## config.mk

```make
export PLATFORM = sky130hd
export DESIGN_NAME = ahb_line_ctrl
export DESIGN_NICKNAME = d
export VERILOG_FILES = /design/src/rtl/soc_line_pkg.sv /design/src/rtl/sync_fall_detect.sv /design/src/rtl/ahb_line_ctrl.sv
export SDC_FILE = /design/constraint.sdc
export NUM_CORES = 1
export LEC_CHECK = 0
export CORE_UTILIZATION = 45
export CTS_CLUSTER_SIZE = 8
export DETAILED_ROUTE_END_ITERATION = 10
export PLACE_DENSITY_LB_ADDON = 0.1
export SYNTH_ARGS = -nofsm -noshare
export SYNTH_HDL_FRONTEND = slang
export SYNTH_SLANG_ARGS = --single-unit
```

## constraint.sdc

```tcl
create_clock -name CLOCK_50 -period 4.2 [get_ports CLOCK_50]
set_input_delay 0.42 -clock CLOCK_50 [delete_from_list [all_inputs] [get_ports CLOCK_50]]
set_output_delay 0.42 -clock CLOCK_50 [all_outputs]
set_load 0.01 [all_outputs]
```

## src/rtl/soc_line_pkg.sv

```systemverilog
// Shared definitions for the AHB line-coordinate controller: register offsets,
// CTRL bit positions, default coordinate limits and the commit FSM state type.
package soc_line_pkg;

    // Word offsets, as seen on HADDR[4:2]
    localparam logic [2:0] ADDR_X1     = 3'd0;
    localparam logic [2:0] ADDR_Y1     = 3'd1;
    localparam logic [2:0] ADDR_X2     = 3'd2;
    localparam logic [2:0] ADDR_Y2     = 3'd3;
    localparam logic [2:0] ADDR_CTRL   = 3'd4;
    localparam logic [2:0] ADDR_STATUS = 3'd5;

    // CTRL register bit positions
    localparam int CTRL_COMMIT_BIT = 0;
    localparam int CTRL_ABORT_BIT  = 1;

    // Default coordinate limits for a 320x240 display
    localparam int X_MAX_DEFAULT = 319;
    localparam int Y_MAX_DEFAULT = 239;

    // Commit FSM: a committed line waits in PENDING for the next frame boundary
    typedef enum logic {
        ST_IDLE    = 1'b0,
        ST_PENDING = 1'b1
    } line_state_e;

    // Saturate a 9-bit coordinate to its legal maximum
    function automatic logic [8:0] clamp9(input logic [8:0] value, input logic [8:0] limit);
        return (value > limit) ? limit : value;
    endfunction

endpackage

```

## src/rtl/sync_fall_detect.sv

```systemverilog
// Brings the asynchronous active-low vertical sync into the CLOCK_50 domain and
// produces a single-cycle pulse on each synchronised 1->0 transition.
module sync_fall_detect (
    input  logic CLOCK_50,
    input  logic HRESETn,
    input  logic async_in,
    output logic fall
);

    logic meta;
    logic sync;
    logic sync_d;

    // Two-flop synchroniser followed by one delay flop for edge detection
    always_ff @(posedge CLOCK_50 or negedge HRESETn) begin
        if (!HRESETn) begin
            meta   <= 1'b0;
            sync   <= 1'b0;
            sync_d <= 1'b0;
        end else begin
            // NOTE: non-blocking assignments keep this a true shift chain; blocking ones would collapse the flops into one.
            meta   <= async_in;
            sync   <= meta;
            sync_d <= sync;
        end
    end

    // Falling edge of the synchronised signal
    assign fall = sync_d & ~sync;

endmodule

```

## src/rtl/ahb_line_ctrl.sv

```systemverilog
// AHB-Lite slave holding a line's end-point coordinates. Software writes shadow
// registers and commits; the active coordinates update at the next frame start
// (vertical sync falling edge), so the display never sees a half-updated line.
module ahb_line_ctrl
    import soc_line_pkg::*;
#(
    parameter int X_MAX = X_MAX_DEFAULT,
    parameter int Y_MAX = Y_MAX_DEFAULT
) (
    input  logic        CLOCK_50,
    input  logic        HRESETn,
    input  logic        HSEL,
    input  logic [31:0] HADDR,
    input  logic [1:0]  HTRANS,
    input  logic        HWRITE,
    input  logic [2:0]  HSIZE,
    input  logic [31:0] HWDATA,
    input  logic        HREADY,
    input  logic        VGA_VS,
    output logic [31:0] HRDATA,
    output logic        HREADYOUT,
    output logic        HRESP,
    output logic [8:0]  x1,
    output logic [8:0]  y1,
    output logic [8:0]  x2,
    output logic [8:0]  y2
);

    localparam logic [8:0] X_LIM = X_MAX[8:0];
    localparam logic [8:0] Y_LIM = Y_MAX[8:0];

    // Address-phase information carried into the data phase
    logic       ap_valid;
    logic       ap_write;
    logic [2:0] ap_addr;

    logic [8:0] sh_x1, sh_y1, sh_x2, sh_y2;
    logic [7:0] frame_cnt;
    logic       vs_fall;

    line_state_e state, state_next;
    logic        load_active;

    logic wr_data;
    logic ctrl_wr;
    logic commit_req;
    logic abort_req;

    // Bits of the bus that this slave deliberately does not decode
    logic unused_bits;
    assign unused_bits = ^{HSIZE, HADDR[31:5], HADDR[1:0], HWDATA[31:9], HTRANS[0]};

    assign HREADYOUT = 1'b1;
    assign HRESP     = 1'b0;

    sync_fall_detect u_vs_sync (
        .CLOCK_50 (CLOCK_50),
        .HRESETn  (HRESETn),
        .async_in (VGA_VS),
        .fall     (vs_fall)
    );

    // Capture the address phase; HREADY low means the bus is stalled, so hold
    always_ff @(posedge CLOCK_50 or negedge HRESETn) begin
        if (!HRESETn) begin
            ap_valid <= 1'b0;
            ap_write <= 1'b0;
            ap_addr  <= 3'd0;
        end else if (HREADY) begin
            ap_valid <= HSEL & HTRANS[1];
            ap_write <= HWRITE;
            ap_addr  <= HADDR[4:2];
        end
    end

    assign wr_data    = ap_valid & ap_write;
    assign ctrl_wr    = wr_data && (ap_addr == ADDR_CTRL);
    assign abort_req  = ctrl_wr & HWDATA[CTRL_ABORT_BIT];
    assign commit_req = ctrl_wr & HWDATA[CTRL_COMMIT_BIT] & ~HWDATA[CTRL_ABORT_BIT];

    // Shadow registers, written at the end of the data phase with saturation
    always_ff @(posedge CLOCK_50 or negedge HRESETn) begin
        if (!HRESETn) begin
            sh_x1 <= 9'd0;
            sh_y1 <= 9'd0;
            sh_x2 <= 9'd0;
            sh_y2 <= 9'd0;
        end else if (wr_data) begin
            case (ap_addr)
                ADDR_X1: sh_x1 <= clamp9(HWDATA[8:0], X_LIM);
                ADDR_Y1: sh_y1 <= clamp9(HWDATA[8:0], Y_LIM);
                ADDR_X2: sh_x2 <= clamp9(HWDATA[8:0], X_LIM);
                ADDR_Y2: sh_y2 <= clamp9(HWDATA[8:0], Y_LIM);
                default: ;
            endcase
        end
    end

    // FSM state register
    always_ff @(posedge CLOCK_50 or negedge HRESETn) begin
        if (!HRESETn) begin
            state <= ST_IDLE;
        end else begin
            state <= state_next;
        end
    end

    // Next state and active-register load; ABORT outranks a same-cycle frame start
    always_comb begin
        // NOTE: every output of this block gets a default first so no path leaves it unassigned, which would infer a latch.
        state_next  = state;
        load_active = 1'b0;
        case (state)
            ST_IDLE: begin
                if (commit_req) begin
                    state_next = ST_PENDING;
                end
            end
            ST_PENDING: begin
                if (abort_req) begin
                    state_next = ST_IDLE;
                end else if (vs_fall) begin
                    state_next  = ST_IDLE;
                    load_active = 1'b1;
                end
            end
            default: state_next = ST_IDLE;
        endcase
    end

    // Active coordinates: copy the shadow set at the frame boundary
    always_ff @(posedge CLOCK_50 or negedge HRESETn) begin
        if (!HRESETn) begin
            x1 <= 9'd0;
            y1 <= 9'd0;
            x2 <= 9'd0;
            y2 <= 9'd0;
        end else if (load_active) begin
            x1 <= sh_x1;
            y1 <= sh_y1;
            x2 <= sh_x2;
            y2 <= sh_y2;
        end
    end

    // Frame counter, wraps naturally at 8 bits
    always_ff @(posedge CLOCK_50 or negedge HRESETn) begin
        if (!HRESETn) begin
            frame_cnt <= 8'd0;
        end else if (vs_fall) begin
            frame_cnt <= frame_cnt + 8'd1;
        end
    end

    // Read mux driven from the registered address phase
    always_comb begin
        HRDATA = 32'd0;
        if (ap_valid && !ap_write) begin
            case (ap_addr)
                ADDR_X1:     HRDATA = {23'd0, sh_x1};
                ADDR_Y1:     HRDATA = {23'd0, sh_y1};
                ADDR_X2:     HRDATA = {23'd0, sh_x2};
                ADDR_Y2:     HRDATA = {23'd0, sh_y2};
                ADDR_STATUS: HRDATA = {16'd0, frame_cnt, 7'd0, (state == ST_PENDING)};
                default:     HRDATA = 32'd0;
            endcase
        end
    end

endmodule

```

==> run_results.csv, run 1 <==
group,metric,value,unit
sta,fin_crit,3140,ps
synthesis,synth_ff_type,"dfrtp_1",
synthesis,synth_simple_gate_area_share,10.2,%
die,die_h,97.8,um
synthesis,async_flop_share,100,%
clock_network,clkLatencyLatePin,360,ps
sta,setup_tns,0,ps
power_and_ir_drop,irDropWorstVdd,215,uV
clock_network,cts_sinks,89,
power_and_ir_drop,p_per_area,490,mW/mm^2
sta,hold_viol,0,
power_and_ir_drop,swShare,27.3,%
sta,rsz0062_at_grt,"no",
critical_path,rrSetupSlack,1790,ps
clock_network,numCtsBuffers,9,
routing,first_pass_iters,8,
power_and_ir_drop,switching_power,677,uW
die,core,0.00881,mm^2
critical_path,r2r-start,"ap_addr[1]$_DFFE_PN0P_",
sta,setup_violations,0,
die,rows,34,
critical_path,crit_path_start_kind,"register",
routing,routed_wirelength,8.08,mm
critical_path,cp.arrival,2720,ps
synthesis,ys_types,42,
clock_network,ctsResizeCount,0,
routing,avgViaCountPerCell,5.19,
routing,wire_per_inst,16.7,um
die,dieArea,0.00957,mm^2
routing,drc,14,
routing,vias,2512,
clock_network,cts_tree,"built",
critical_path,worstPathRequired,3780,ps
synthesis,synthAdderAreaFrac,0.303,%
layout,multi_input_area,0.00174,mm^2
clock_network,cts-root-buf,"clkbuf_8",
critical_path,crit_type,"reg2out",
power_and_ir_drop,power_frac_seq,49.7,%
layout,final_nets,447,
layout,fillerInstances,774,
synthesis,synth_compound_area_share,2.78,%
synthesis,ys_seq_area_share,53.9,%
die,num_io_pins,145,
placement,place.gp.congestion,0.775,
clock_network,path_clk_slew,90,ps
sta,worst_clock_skew,7.58,ps
placement,dp_slack,1510,ps
global_routing,grt_max_degree,48,
clock_network,htreeDepth,3,
sta,tightest_slew,934,ps
worst_hold_path,hold_path.class,"in2async",
global_routing,overflow,0,
sta,fmax,319,MHz
global_routing,gr-usage-all-layers,18.0,%
global_routing,first_global_vias,2549,
layout,antennaDiodeCount,0,
clock_network,clk_path_buf_depth,2,
sta,final.period_utilization,74.8,%
synthesis,syn_inst,301,
sta,fin_ws,1060,ps
synthesis,ys_warn_count,0,
die,dieWidth,97.8,um
synthesis,synth_seq_cells,89,
critical_path,path_cells,"or2b_1 -> a21boi_0 -> and2_1 -> clkdlybuf4s50_1",
synthesis,synth_mux_area_share,25.4,%
synthesis,synth_edf_count,0,
power_and_ir_drop,power,2480,uW
clock_network,cts_hold_buf,0,
clock_network,post_cts_buffers,0,
placement,numPortBuffers,70,
synthesis,synth_top_family_by_area,"multiplexers",
global_routing,antenna_found_initial,0,
flow_run,drv_cap,0,
power_and_ir_drop,comb_power_share,23.5,%
critical_path,path_buf_inv,1,
critical_path,cp_slowest_stage_delay,740,ps
placement,hpwlAfterDp,5.58,mm
die,start_util,46.9,%
power_and_ir_drop,p_int,1800,uW
critical_path,r2r-end,"y2[1]$_DFFE_PN0P_",
layout,layout-drive-gt1-share,27.9,%
critical_path,slowest_stage,"a21boi_0",
routing,ant_nets,0,
synthesis,synth_xor_xnor_area_share,1.48,%
power_and_ir_drop,clkPwrFrac,26.9,%
critical_path,endpoint_kind,"output port",
sta,slew_viol_final,0,
sta,slew_headroom,37.2,%
synthesis,synthesis.area,0.00413,mm^2
global_routing,grt_pass1_wl,13.2,mm
outcome,failed_checks,"design-rule violations",
power_and_ir_drop,leakagePower,0.00227,uW
outcome,status,"finished, violations left",
routing,drt-initial-drc-count,96,
layout,syn_to_final_growth,22.3,%
critical_path,reg2reg_depth,5,
synthesis,avgSynthCellArea,13.7,um^2
critical_path,crit_family,"compound AO/OA/AOI/OAI gates",
layout,register_area,0.00223,mm^2
critical_path,path_max_fanout,9,
[flip-flops by register name (all words and copies together), names as in the netlist, 3 cells and up]
register   count
sh_x1          9
sh_x2          9
sh_y1          9
sh_y2          9
x1             9
x2             9
y1             9
y2             9
frame_cnt      8
ap_addr        3
[cell families (layout without fill, tap and decap cells)]
group | after synthesis | in the layout
mux | 91 | 91
flops | 89 | 89
simple gates | 62 | 62
buf+inv | 32 | 91
compound gates | 17 | 17
xor+xnor | 7 | 7
other cells | 2 | 18
fa+ha+maj | 1 | 1
[through the flow]
stage | utilization, % | instance area, um^2 | hold WS, ps | instances
after CTS | 57.4 | 5060 | 49.3 | 484
after global routing | 57.4 | 5060 | 69.5 | 484
after floorplan | - | 4190 | 124 | 317
after global placement | 54.8 | 4830 | 335 | 468
after detailed placement | 54.8 | 4830 | 337 | 468
final | 57.4 | 5060 | 36.9 | 484
[cell usage in the layout (no fill, tap or decap), drive strengths merged, types with 3 or more instances in the layout]
cell,Yosys,layout
and2,15,15
and3,3,3
buf,27,4
clkbuf,3,12
clkdlybuf4s50,0,69
conb,2,18
dfrtp,89,89
inv,2,3
mux2,74,74
mux2i,16,16
nand2,4,4
nand2b,12,12
nand4,4,4
nor2b,6,6
o21ai,3,3
o22ai,9,9
or2,4,4
xnor2,6,6
[routing by layer]
metal	share of wire [%]	routed length, um	GRT usage [%]	up-vias
met1	46	3750	25.4	1263
met4	1.9	156	8.16	0
met5	0	0	0	-
li1	-	-	-	1163
met3	4.8	388	4.08	12
met2	47	3790	26.6	74
[cell usage after synthesis, drive strengths merged, types with 2 or more instances]
master | count | area (um^2)
and3 | 3 | 21.3
and2 | 15 | 95.1
mux2i | 16 | 160
nor2 | 2 | 7.51
dfrtp | 89 | 2230
nand2b | 12 | 82.6
buf | 27 | 220
xnor2 | 6 | 52.6
clkbuf | 3 | 11.3
nand4 | 4 | 25.0
nand3b | 2 | 27.5
mux2 | 74 | 863
o21a | 2 | 15.0
nor3 | 2 | 26.3
inv | 2 | 7.51
conb | 2 | 7.51
o21ai | 3 | 15.0
or3 | 2 | 12.5
o22ai | 9 | 56.3
nand3 | 2 | 10.0
nor2b | 6 | 37.5
or2 | 4 | 25.0
nand2 | 4 | 15.0
[worst reg2reg max path, cell delays in order (launching register included)]
cell and delay (ps):
dfrtp_1 380, buf_4 250, nand3b_1 270, o211ai_4 670, buf_4 370, mux2_2 360
[area by class of cell]
| type | instances | share of cell area (%) |
|---|---|---|
| Timing Repair Buffer | 73 | 14.3 |
| Clock buffer | 12 | 3.07 |
| Clock inverter | 4 | 1.46 |
| Multi-Input combinational cell | 196 | 34.3 |
| Sequential cell | 89 | 44.0 |
| Tap cell | 108 | 2.67 |
| Inverter | 2 | 0.148 |
[power groups by stage]
stage          sequential, uW  combinational [uW]  clock [uW]
2_1_floorplan            1240                 325           0
3_3_place_gp             1250                 577           0
3_5_place_dp             1250                 588           0
4_1_cts                  1230                 591         688
5_1_grt                  1270                 630         724
6_report                 1230                 581         666
[worst max-delay path by stage]
stage	from	to	slack, ps	cells after the start
6_report	ap_addr[0]$_DFFE_PN0P_	HRDATA[4]	1060	4
2_1_floorplan	ap_addr[1]$_DFFE_PN0P_	HRDATA[8]	2430	5
3_3_place_gp	ap_addr[0]$_DFFE_PN0P_	HRDATA[3]	1540	4
3_5_place_dp	ap_addr[0]$_DFFE_PN0P_	HRDATA[3]	1510	4
4_1_cts	ap_addr[0]$_DFFE_PN0P_	HRDATA[3]	1100	4
5_1_grt	ap_addr[0]$_DFFE_PN0P_	HRDATA[6]	940	4
Note: power is estimated with default switching activity, not from simulation.
==> run 2: changes to the inputs <==
--- a/config.mk
+++ b/config.mk
@@ -5,7 +5,7 @@
 export SDC_FILE = /design/constraint.sdc
 export NUM_CORES = 1
 export LEC_CHECK = 0
-export CORE_UTILIZATION = 45
+export CORE_UTILIZATION = 41
 export CTS_CLUSTER_SIZE = 8
 export DETAILED_ROUTE_END_ITERATION = 10
 export PLACE_DENSITY_LB_ADDON = 0.1
==> constraint.sdc (replaced) <==
create_clock -name CLOCK_50 -period 2.7 [get_ports CLOCK_50]
set_input_delay 0.27 -clock CLOCK_50 [delete_from_list [all_inputs] [get_ports CLOCK_50]]
set_output_delay 0.27 -clock CLOCK_50 [all_outputs]
set_load 0.01 [all_outputs]
==> run 2 against run 1 <==
- the run now ends clean
- die area is 9.6% higher
- sequential power is 56% higher
- clock power is 42% higher
- wire length up 2.2%
- setup slack got worse by 850 ps
- non-clock buffer count rose by 7
- largest power group unchanged
==> run_results.csv, run 2 (same netlist as run 1, synthesis figures left out) <==
group,metric,value,unit
placement,hpwlAfterDp,5.82,mm
critical_path,crit_family,"buffers and inverters",
clock_network,path_clk_slew,100,ps
critical_path,cp.arrival,2220,ps
sta,hold_viol,0,
critical_path,reg2reg_depth,4,
routing,met3_length,367,um
critical_path,critPathLaunch,"ap_addr[0]$_DFFE_PN0P_",
layout,syn_to_final_growth,24.1,%
sta,setup_violations,0,
flow_run,drv_cap,0,
clock_network,htreeDepth,3,
global_routing,grt_max_degree,50,
worst_hold_path,hold_start,"VGA_VS",
critical_path,crit_path_start_kind,"register",
layout,instances_no_fill,515,
placement,numPortBuffers,70,
routing,first_pass_iters,4,
critical_path,path_cells,"or2b_1 -> a21boi_0 -> buf_4 -> and2_1 -> clkdlybuf4s50_1",
routing,routed_wirelength,8.26,mm
sta,fmax,402,MHz
routing,vias,2526,
clock_network,cts_sinks,89,
die,dieArea,0.0105,mm^2
placement,dp_cells,499,
power_and_ir_drop,p_per_area,735,mW/mm^2
routing,avgViaCountPerCell,4.90,
critical_path,r2r-end,"sh_y2[5]$_DFFE_PN0P_",
sta,fin_ws,209,ps
outcome,status,"finished, final reports clean",
sta,final.period_utilization,92.2,%
critical_path,crit_type,"reg2out",
layout,final_nets,454,
layout,fillerInstances,902,
die,rows,36,
clock_network,cts_tree,"built",
layout,register_area,0.00223,mm^2
critical_path,worstPathRequired,2430,ps
sta,tightest_slew,623,ps
routing,wl_met2,4.00,mm
die,dieWidth,102,um
power_and_ir_drop,irDropWorstVdd,284,uV
sta,fin_crit,2490,ps
worst_hold_path,hold_path.class,"in2reg",
die,die_h,102,um
global_routing,first_global_vias,2568,
sta,worst_clock_skew,15.5,ps
critical_path,endpoint,"HRDATA[6]",
die,start_util,42.3,%
global_routing,grt_pass1_wl,13.2,mm
clock_network,numCtsBuffers,9,
sta,rsz0062_at_grt,"no",
clock_network,cts-root-buf,"clkbuf_8",
layout,fin_util,52.5,%
placement,dp_slack,565,ps
layout,multi_input_area,0.00174,mm^2
sta,setup_tns,0,ps
critical_path,slowest_stage,"dfrtp_1",
critical_path,path_buf_inv,2,
layout,final_common_cell,"dfrtp_1",
sta,slew_headroom,58.5,%
routing,wire_per_inst,16.0,um
critical_path,endpoint_kind,"output port",
routing,drc,0,
critical_path,worstSetupPathDepth,5,
power_and_ir_drop,power,3770,uW
global_routing,overflow,0,
global_routing,antenna_found_initial,0,
routing,top_layer,"met4",
die,num_io_pins,145,
die,core,0.00977,mm^2
global_routing,gr-usage-all-layers,17.3,%
critical_path,rrSetupSlack,670,ps
layout,final_cell_mix,"dfrtp_1, clkdlybuf4s50_1, mux2_2, conb_1, mux2i_1",
layout,layout-drive-gt1-share,29.1,%
critical_path,path_max_fanout,9,
clock_network,clk_path_buf_depth,2,
layout,antennaDiodeCount,0,
critical_path,cp_slowest_stage_delay,560,ps
power_and_ir_drop,leakagePower,0.00228,uW
routing,wl_met1,3.76,mm
placement,place.gp.congestion,0.775,
clock_network,clkLatencyLatePin,360,ps
routing,drt-initial-drc-count,78,
critical_path,r2r-start,"ap_addr[1]$_DFFE_PN0P_",
sta,slew_viol_final,0,
routing,ant_nets,0,
## run 2: worst register-to-register path, delay by kind of cell (launching register included)
family / cells / cell delay [ps]
buf+inv: 2 / 380
simple gates: 1 / 660
mux: 1 / 390
flops: 1 / 480
## run 2: layer usage
metal  up-vias  track usage (%)
met4         0             7.58
met2        66             27.6
li1       1182                -
met5         -                0
met3        11             3.08
met1      1267             23.2
## run 2: timing repair
action / 4_1_cts / 5_1_grt
setup buffers: 0 / 0
gates resized for setup: 0 / 0
hold buffers: 1 / 0
endpoints found under the hold margin: 40 / 0
## run 2: where the power goes
| part | leakage [uW] | switching, uW | internal [uW] | total (uW) |
|---|---|---|---|---|
| Combinational | 0.00109 | 331 | 574 | 905 |
| Sequential | 0.00110 | 261 | 1660 | 1920 |
| Clock | 0.0000965 | 487 | 456 | 944 |
## run 2: cell type report
type	count	area share (%)
Clock buffer	10	2.68
Timing Repair Buffer	80	15.4
Clock inverter	5	1.27
Tap cell	133	3.24
Sequential cell	89	43.4
Inverter	2	0.146
Multi-Input combinational cell	196	33.9
## run 2: how the worst min path moves through the flow
stage                                    end  slack, ps  cells after the start
floorplan             ap_addr[0]$_DFFE_PN0P_        -30                      0
global placement           y2[0]$_DFFE_PN0P_        300                      1
detailed placement         y2[0]$_DFFE_PN0P_        300                      1
CTS                 u_vs_sync.meta$_DFF_PN0_        340                      1
global route        u_vs_sync.meta$_DFF_PN0_        330                      1
finish              u_vs_sync.meta$_DFF_PN0_        340                      1
## run 2: per-stage QoR
step                cell area [um^2]  hold slack, ps
finish                          5130             342
global route                    5130             329
CTS                             5130             336
detailed placement              4920             299
global placement                4920             296
floorplan                       4190           -25.6
